File: config.mk
export PLATFORM = sky130hd
export DESIGN_NAME = seq_u_bam_mul
export DESIGN_NICKNAME = d
export VERILOG_FILES = /design/src/rtl/bam_pkg.sv /design/src/rtl/seq_u_bam_mul_row_add.sv /design/src/rtl/seq_u_bam_mul.sv
export SDC_FILE = /design/constraint.sdc
export NUM_CORES = 1
export LEC_CHECK = 0
export ABC_AREA = 1
export BUFFER_PORTS_ARGS = -buffer_cell sky130_fd_sc_hd__buf_2
export CAP_MARGIN = 30
export CORE_AREA = 2 2 91 93
export CTS_CLUSTER_DIAMETER = 50
export DETAILED_ROUTE_END_ITERATION = 10
export DIE_AREA = 0 0 93 95
export GPL_TIMING_DRIVEN = 0
export PLACE_DENSITY = 0.76
export SYNTH_ARGS = -nofsm -noshare
export SYNTH_HDL_FRONTEND = slang
export SYNTH_HIERARCHICAL = 1
export SYNTH_SLANG_ARGS = --single-unit
File: constraint.sdc
create_clock -name clk -period 4.9 [get_ports clk]
set_clock_uncertainty 0.15 [all_clocks]
set_input_delay 0.49 -clock clk [delete_from_list [all_inputs] [get_ports clk]]
set_output_delay 0.49 -clock clk [all_outputs]
set_load 0.02 [all_outputs]
File: src/rtl/bam_pkg.sv
// Shared types and helpers for the sequential unsigned broken-array multiplier.
// Holds the FSM state enum, cut-register width helpers and the column-cut mask.
package bam_pkg;

    typedef enum logic [1:0] {
        IDLE = 2'd0,
        MUL  = 2'd1,
        DONE = 2'd2
    } state_e;

    localparam int BAM_N_DEF    = 8;
    localparam int BAM_MASK_MAX = 64;

    // Row cut ranges 0..N inclusive; column cut ranges 0..2N-1.
    function automatic int cfg_h_w(input int n);
        return $clog2(n + 1);
    endfunction

    function automatic int cfg_v_w(input int n);
        return $clog2(2 * n);
    endfunction

    // Bit i set iff i >= k and i < n; callers size-cast to their own N.
    function automatic logic [BAM_MASK_MAX-1:0] row_mask(input int n, input int k);
        logic [BAM_MASK_MAX-1:0] m;
        m = '0;
        for (int i = 0; i < BAM_MASK_MAX; i++) begin
            m[i] = (i < n) && (i >= k);
        end
        return m;
    endfunction

endpackage

File: src/rtl/seq_u_bam_mul_row_add.sv
// Combinational single-row step of the broken-array multiplier:
// acc + ((a & mask(V-j)) << j) when b[j] is set, acc otherwise.
module seq_u_bam_mul_row_add
    import bam_pkg::*;
#(
    parameter int N  = BAM_N_DEF,
    parameter int HW = cfg_h_w(BAM_N_DEF),
    parameter int VW = cfg_v_w(BAM_N_DEF)
) (
    input  logic [N-1:0]   a_i,
    input  logic           b_bit_i,
    input  logic [HW-1:0]  j_i,
    input  logic [VW-1:0]  v_i,
    input  logic [2*N-1:0] acc_i,
    output logic [2*N-1:0] acc_o
);

    int             k;
    logic [N-1:0]   mask;
    logic [2*N-1:0] row;

    // NOTE: every combinational output gets a value before any branch, so no latch can be inferred.
    always_comb begin
        k     = int'(v_i) - int'(j_i);
        mask  = N'(row_mask(N, k));
        row   = {{N{1'b0}}, a_i & mask} << j_i;
        acc_o = acc_i;
        if (b_bit_i) begin
            acc_o = acc_i + row;
        end
    end

endmodule

File: src/rtl/seq_u_bam_mul.sv
// Sequential unsigned broken-array multiplier, one partial-product row per cycle,
// with run-time row (H) and column (V) cuts. Optional macro: BAM_EARLY_TERM_EN.
module seq_u_bam_mul
    import bam_pkg::*;
#(
    parameter int  N     = BAM_N_DEF,
    parameter int  H_RST = 0,
    parameter int  V_RST = 0,
    localparam int HW    = cfg_h_w(N),
    localparam int VW    = cfg_v_w(N)
) (
    input  logic           clk,
    input  logic           rst,
    input  logic [HW-1:0]  cfg_h,
    input  logic           cfg_h_we,
    input  logic [VW-1:0]  cfg_v,
    input  logic           cfg_v_we,
    input  logic           in_valid,
    output logic           in_ready,
    input  logic [N-1:0]   a,
    input  logic [N-1:0]   b,
    output logic           out_valid,
    input  logic           out_ready,
    output logic [2*N-1:0] p,
    output logic           busy
);

    state_e         state_q, state_d;
    logic [N-1:0]   a_q, a_d;
    logic [N-1:0]   b_q, b_d;
    logic [HW-1:0]  j_q, j_d;
    logic [VW-1:0]  v_q, v_d;
    logic [2*N-1:0] acc_q, acc_d;
    logic [HW-1:0]  h_cfg_q, h_cfg_d;
    logic [VW-1:0]  v_cfg_q, v_cfg_d;

    logic           b_bit;
    logic           last_row;
    logic [2*N-1:0] row_sum;

    assign b_bit = |(b_q & (N'(1) << j_q));

    seq_u_bam_mul_row_add #(
        .N  (N),
        .HW (HW),
        .VW (VW)
    ) u_row_add (
        .a_i     (a_q),
        .b_bit_i (b_bit),
        .j_i     (j_q),
        .v_i     (v_q),
        .acc_i   (acc_q),
        .acc_o   (row_sum)
    );

    // A row index past N-1 only happens when H >= N; it ends MUL after one empty step.
    always_comb begin
        last_row = (j_q >= HW'(N - 1));
`ifdef BAM_EARLY_TERM_EN
        last_row = last_row || (((b_q >> j_q) >> 1) == '0);
`endif
    end

    always_comb begin
        state_d = state_q;
        a_d     = a_q;
        b_d     = b_q;
        j_d     = j_q;
        v_d     = v_q;
        acc_d   = acc_q;
        h_cfg_d = cfg_h_we ? cfg_h : h_cfg_q;
        v_cfg_d = cfg_v_we ? cfg_v : v_cfg_q;

        unique case (state_q)
            IDLE: begin
                // Snapshot the cut registers before this cycle's write lands.
                if (in_valid && in_ready) begin
                    a_d     = a;
                    b_d     = b;
                    j_d     = h_cfg_q;
                    v_d     = v_cfg_q;
                    acc_d   = '0;
                    state_d = MUL;
                end
            end
            MUL: begin
                acc_d = row_sum;
                if (last_row) begin
                    state_d = DONE;
                end else begin
                    j_d = j_q + HW'(1);
                end
            end
            DONE: begin
                if (out_ready) begin
                    state_d = IDLE;
                end
            end
            default: state_d = IDLE;
        endcase
    end

    // NOTE: state registers use non-blocking assignment so every flop samples pre-edge values.
    // NOTE: the datapath registers are reset too, so p and acc read as zero straight out of reset.
    always_ff @(posedge clk or posedge rst) begin
        if (rst) begin
            state_q <= IDLE;
            a_q     <= '0;
            b_q     <= '0;
            j_q     <= '0;
            v_q     <= '0;
            acc_q   <= '0;
            h_cfg_q <= HW'(H_RST);
            v_cfg_q <= VW'(V_RST);
        end else begin
            state_q <= state_d;
            a_q     <= a_d;
            b_q     <= b_d;
            j_q     <= j_d;
            v_q     <= v_d;
            acc_q   <= acc_d;
            h_cfg_q <= h_cfg_d;
            v_cfg_q <= v_cfg_d;
        end
    end

    assign in_ready  = (state_q == IDLE);
    assign out_valid = (state_q == DONE);
    assign busy      = (state_q != IDLE);
    assign p         = out_valid ? acc_q : '0;

endmodule

==> impl_metrics.env <==
export IMPL_htree_levels=2
export IMPL_hold_class="in -> async"
export IMPL_antenna_left=0
export IMPL_status="finished, final reports clean"
export IMPL_seqCellArea_mm2=0.00125
export IMPL_drt_initial_drc_count=194
export IMPL_critPathKind="reg -> reg"
export IMPL_powerDensity_mw_per_mm2=724
export IMPL_synth_nets=619
export IMPL_critPathMostFrequentCell="nand2_1"
export IMPL_finalSetupViolations=0
export IMPL_portBuffers=47
export IMPL_gr_total_overflow=0
export IMPL_fmax_ghz=0.216
export IMPL_clockRootBuffer="clkbuf_8"
export IMPL_ys_top_cells_by_area="dfrtp_1 (32%), nand2_1 (17%), ha_1 (8.7%)"
export IMPL_io_pins=49
export IMPL_n_antenna_cell=0
export IMPL_drive_gt1_frac=0.226
export IMPL_crit_fanout=9
export IMPL_power_w=0.00333
export IMPL_cts_buffers=5
export IMPL_yosys_area_top_type="dfrtp_1"
export IMPL_core_mm2=0.00793
export IMPL_period_share=0.944
export IMPL_rows=33
export IMPL_arrival_ns=4.69
export IMPL_yosysSeqAreaShare=0.320
export IMPL_viasPerCell=5.19
export IMPL_max_stage_delay_ns=0.45
export IMPL_final_nets=687
export IMPL_ys_ff_latch=50
export IMPL_fin_tns_setup_ns=0
export IMPL_whs_ns=0.0349
export IMPL_slew_headroom=0.653
export IMPL_hold_viol=0
export IMPL_vias=3807
export IMPL_clock_latency_ns=0.32
export IMPL_ys_warnings_count=6
export IMPL_final_cells=734
export IMPL_peakVddDrop_v=0.000306
export IMPL_wirelength_um=9480
export IMPL_multi_input_area_mm2=0.00242
export IMPL_syn_avg_cell_area_um2=6.97
export IMPL_grt_pass1_vias=3580
export IMPL_cts_buffer_depth=2
export IMPL_holdBufCountCts=0
export IMPL_rsz0062_at_grt="true"
export IMPL_cts_sinks=50
export IMPL_dp_hpwl_um=7120
export IMPL_drc=0
export IMPL_synth_top_cell_area_share=0.320
export IMPL_worstMarginPinSlew_ns=0.521
export IMPL_leakage_nw=2.38
export IMPL_post_route_min_period_ns=4.62
export IMPL_startpoint_type="flip-flop"
export IMPL_grt_max_degree=30
export IMPL_placedCellCount=713
export IMPL_dr_pass1_iters=6
export IMPL_dieArea_mm2=0.00884
export IMPL_cp_data_required_time_ns=4.97
export IMPL_die_x_um=93
export IMPL_fillers=737
export IMPL_max_cap_viol_count=0
export IMPL_die_height_um=95
export IMPL_avgRoutedWirePerCell_um=12.9
export IMPL_start_util=0.493
export IMPL_crit_path_end_kind="flip-flop"
export IMPL_antenna_found_initial=0
export IMPL_critPathSlowestCell="dfrtp_2"
export IMPL_finalWeightedCongestion=0.912
export IMPL_syn_area_mm2=0.00390
export IMPL_grt_pass1_wl_um=15800
export IMPL_drv_slew=0
export IMPL_path_clk_slew_ns=0.11
export IMPL_synth_cell_types=44
export IMPL_cts_tree="yes"
export IMPL_area_delta_synth_final_pct=17.9
export IMPL_synthCells=560
export IMPL_grt_total_usage=0.220
-- logic make-up (layout without fill, tap and decap cells) --
group,Yosys count,in the layout,share of synthesized area
AND/OR/NAND/NOR,298,298,0.331
AO/OA/AOI/OAI,96,96,0.146
buffers and inverters,80,149,0.0894
flip-flops,50,50,0.320
adder cells (fa/ha/maj),29,29,0.0968
XOR/XNOR,6,6,0.0135
multiplexers,1,1,0.00288
-- power by group --
| part | switching [W] | internal, W |
|---|---|---|
| Sequential | 0.000143 | 0.000566 |
| Clock | 0.000163 | 0.000104 |
| Combinational | 0.00150 | 0.000855 |
-- final cells by class --
cell class	instances	share of cell area
Clock buffer	5	0.0149
Sequential cell	50	0.273
Tap cell	105	0.0285
Inverter	64	0.0535
Clock inverter	3	0.00489
Multi-Input combinational cell	430	0.525
Buffer	15	0.0220
Timing Repair Buffer	62	0.0783
-- cells in the final DEF (no fill, tap or decap), drive strengths merged, types with 2 or more instances in the layout --
cell    netlist  routed
nand2       182     182
buf          12      74
inv          61      64
o21ai        61      61
nand3        54      54
nor2         51      51
dfrtp        50      50
ha           27      27
a21oi        19      19
clkbuf        4       8
nand4         5       5
a31oi         5       5
xor2          4       4
o31ai         3       3
clkinv        3       3
nor3          2       2
or2           2       2
xnor2         2       2
fa            2       2
-- critical path, delay by kind of cell, from the launching register on --
kind                     cells  cell delay, ns
AND/OR/NAND/NOR             15            1.42
AO/OA/AOI/OAI                9            1.13
adder cells (fa/ha/maj)      3            0.84
flip-flops                   1            0.45
buffers and inverters        3            0.39
XOR/XNOR                     1            0.14
-- through the flow --
step	cell area, um^2	utilization	setup slack [ns]
3_3_place_gp	4270	0.539	-0.149
6_report	4600	0.581	0.277
5_1_grt	4600	0.581	-0.0668
2_1_floorplan	3910	-	0.465
4_1_cts	4400	0.555	0.0748
3_5_place_dp	4290	0.541	-0.321
-- metal layers --
layer  GRT usage  part of all wire
met5           0                 0
met4      0.0539             0.018
met3      0.0295             0.035
met2       0.401              0.49
met1       0.275              0.46
-- registers in the layout (all words and copies together) (netlist names) --
signal   cells
a_q          8
h_cfg_q      4
v_cfg_q      4
state_q      2
acc_q       16
v_q          4
b_q          8
j_q          4
-- worst paths after layout --
path	start	endpoint	slack, ns	depth (start not counted)
hold / removal	rst	a_q[5]	0.03	2
setup reg to reg	j_q[2]	acc_q[9]	0.28	31
min in group clk	out_ready	state_q[1]	0.20	2
hold reg to reg	a_q[2]	a_q[2]	0.34	2
max in group asynchronous	rst	j_q[1]	4.04	3
setup / recovery	j_q[2]	acc_q[9]	0.28	31
-- synth_stat cells, drive strengths merged --
cell type,instances
a2bb2oi,1
and2,1
inv,61
a31o,1
o21a,1
dfrtp,50
or2,2
o21ai,61
o22ai,1
ha,27
mux2,1
a21oi,19
xnor2,2
nand3,54
o21bai,1
clkinv,3
nor2,51
fa,2
a21bo,1
nand2,182
a31oi,5
a211oi,1
nand4,5
buf,12
o31ai,3
a21o,1
nand3b,1
nor3,2
xor2,4
clkbuf,4
-- timing repair --
action / 4_1_cts / 5_1_grt
pin swaps: 0 / 6
buffers inserted: 0 / 14
endpoints found under the setup margin: 6 / 9
gates resized for setup: 6 / 22
Note: power is estimated with default switching activity, not from simulation.
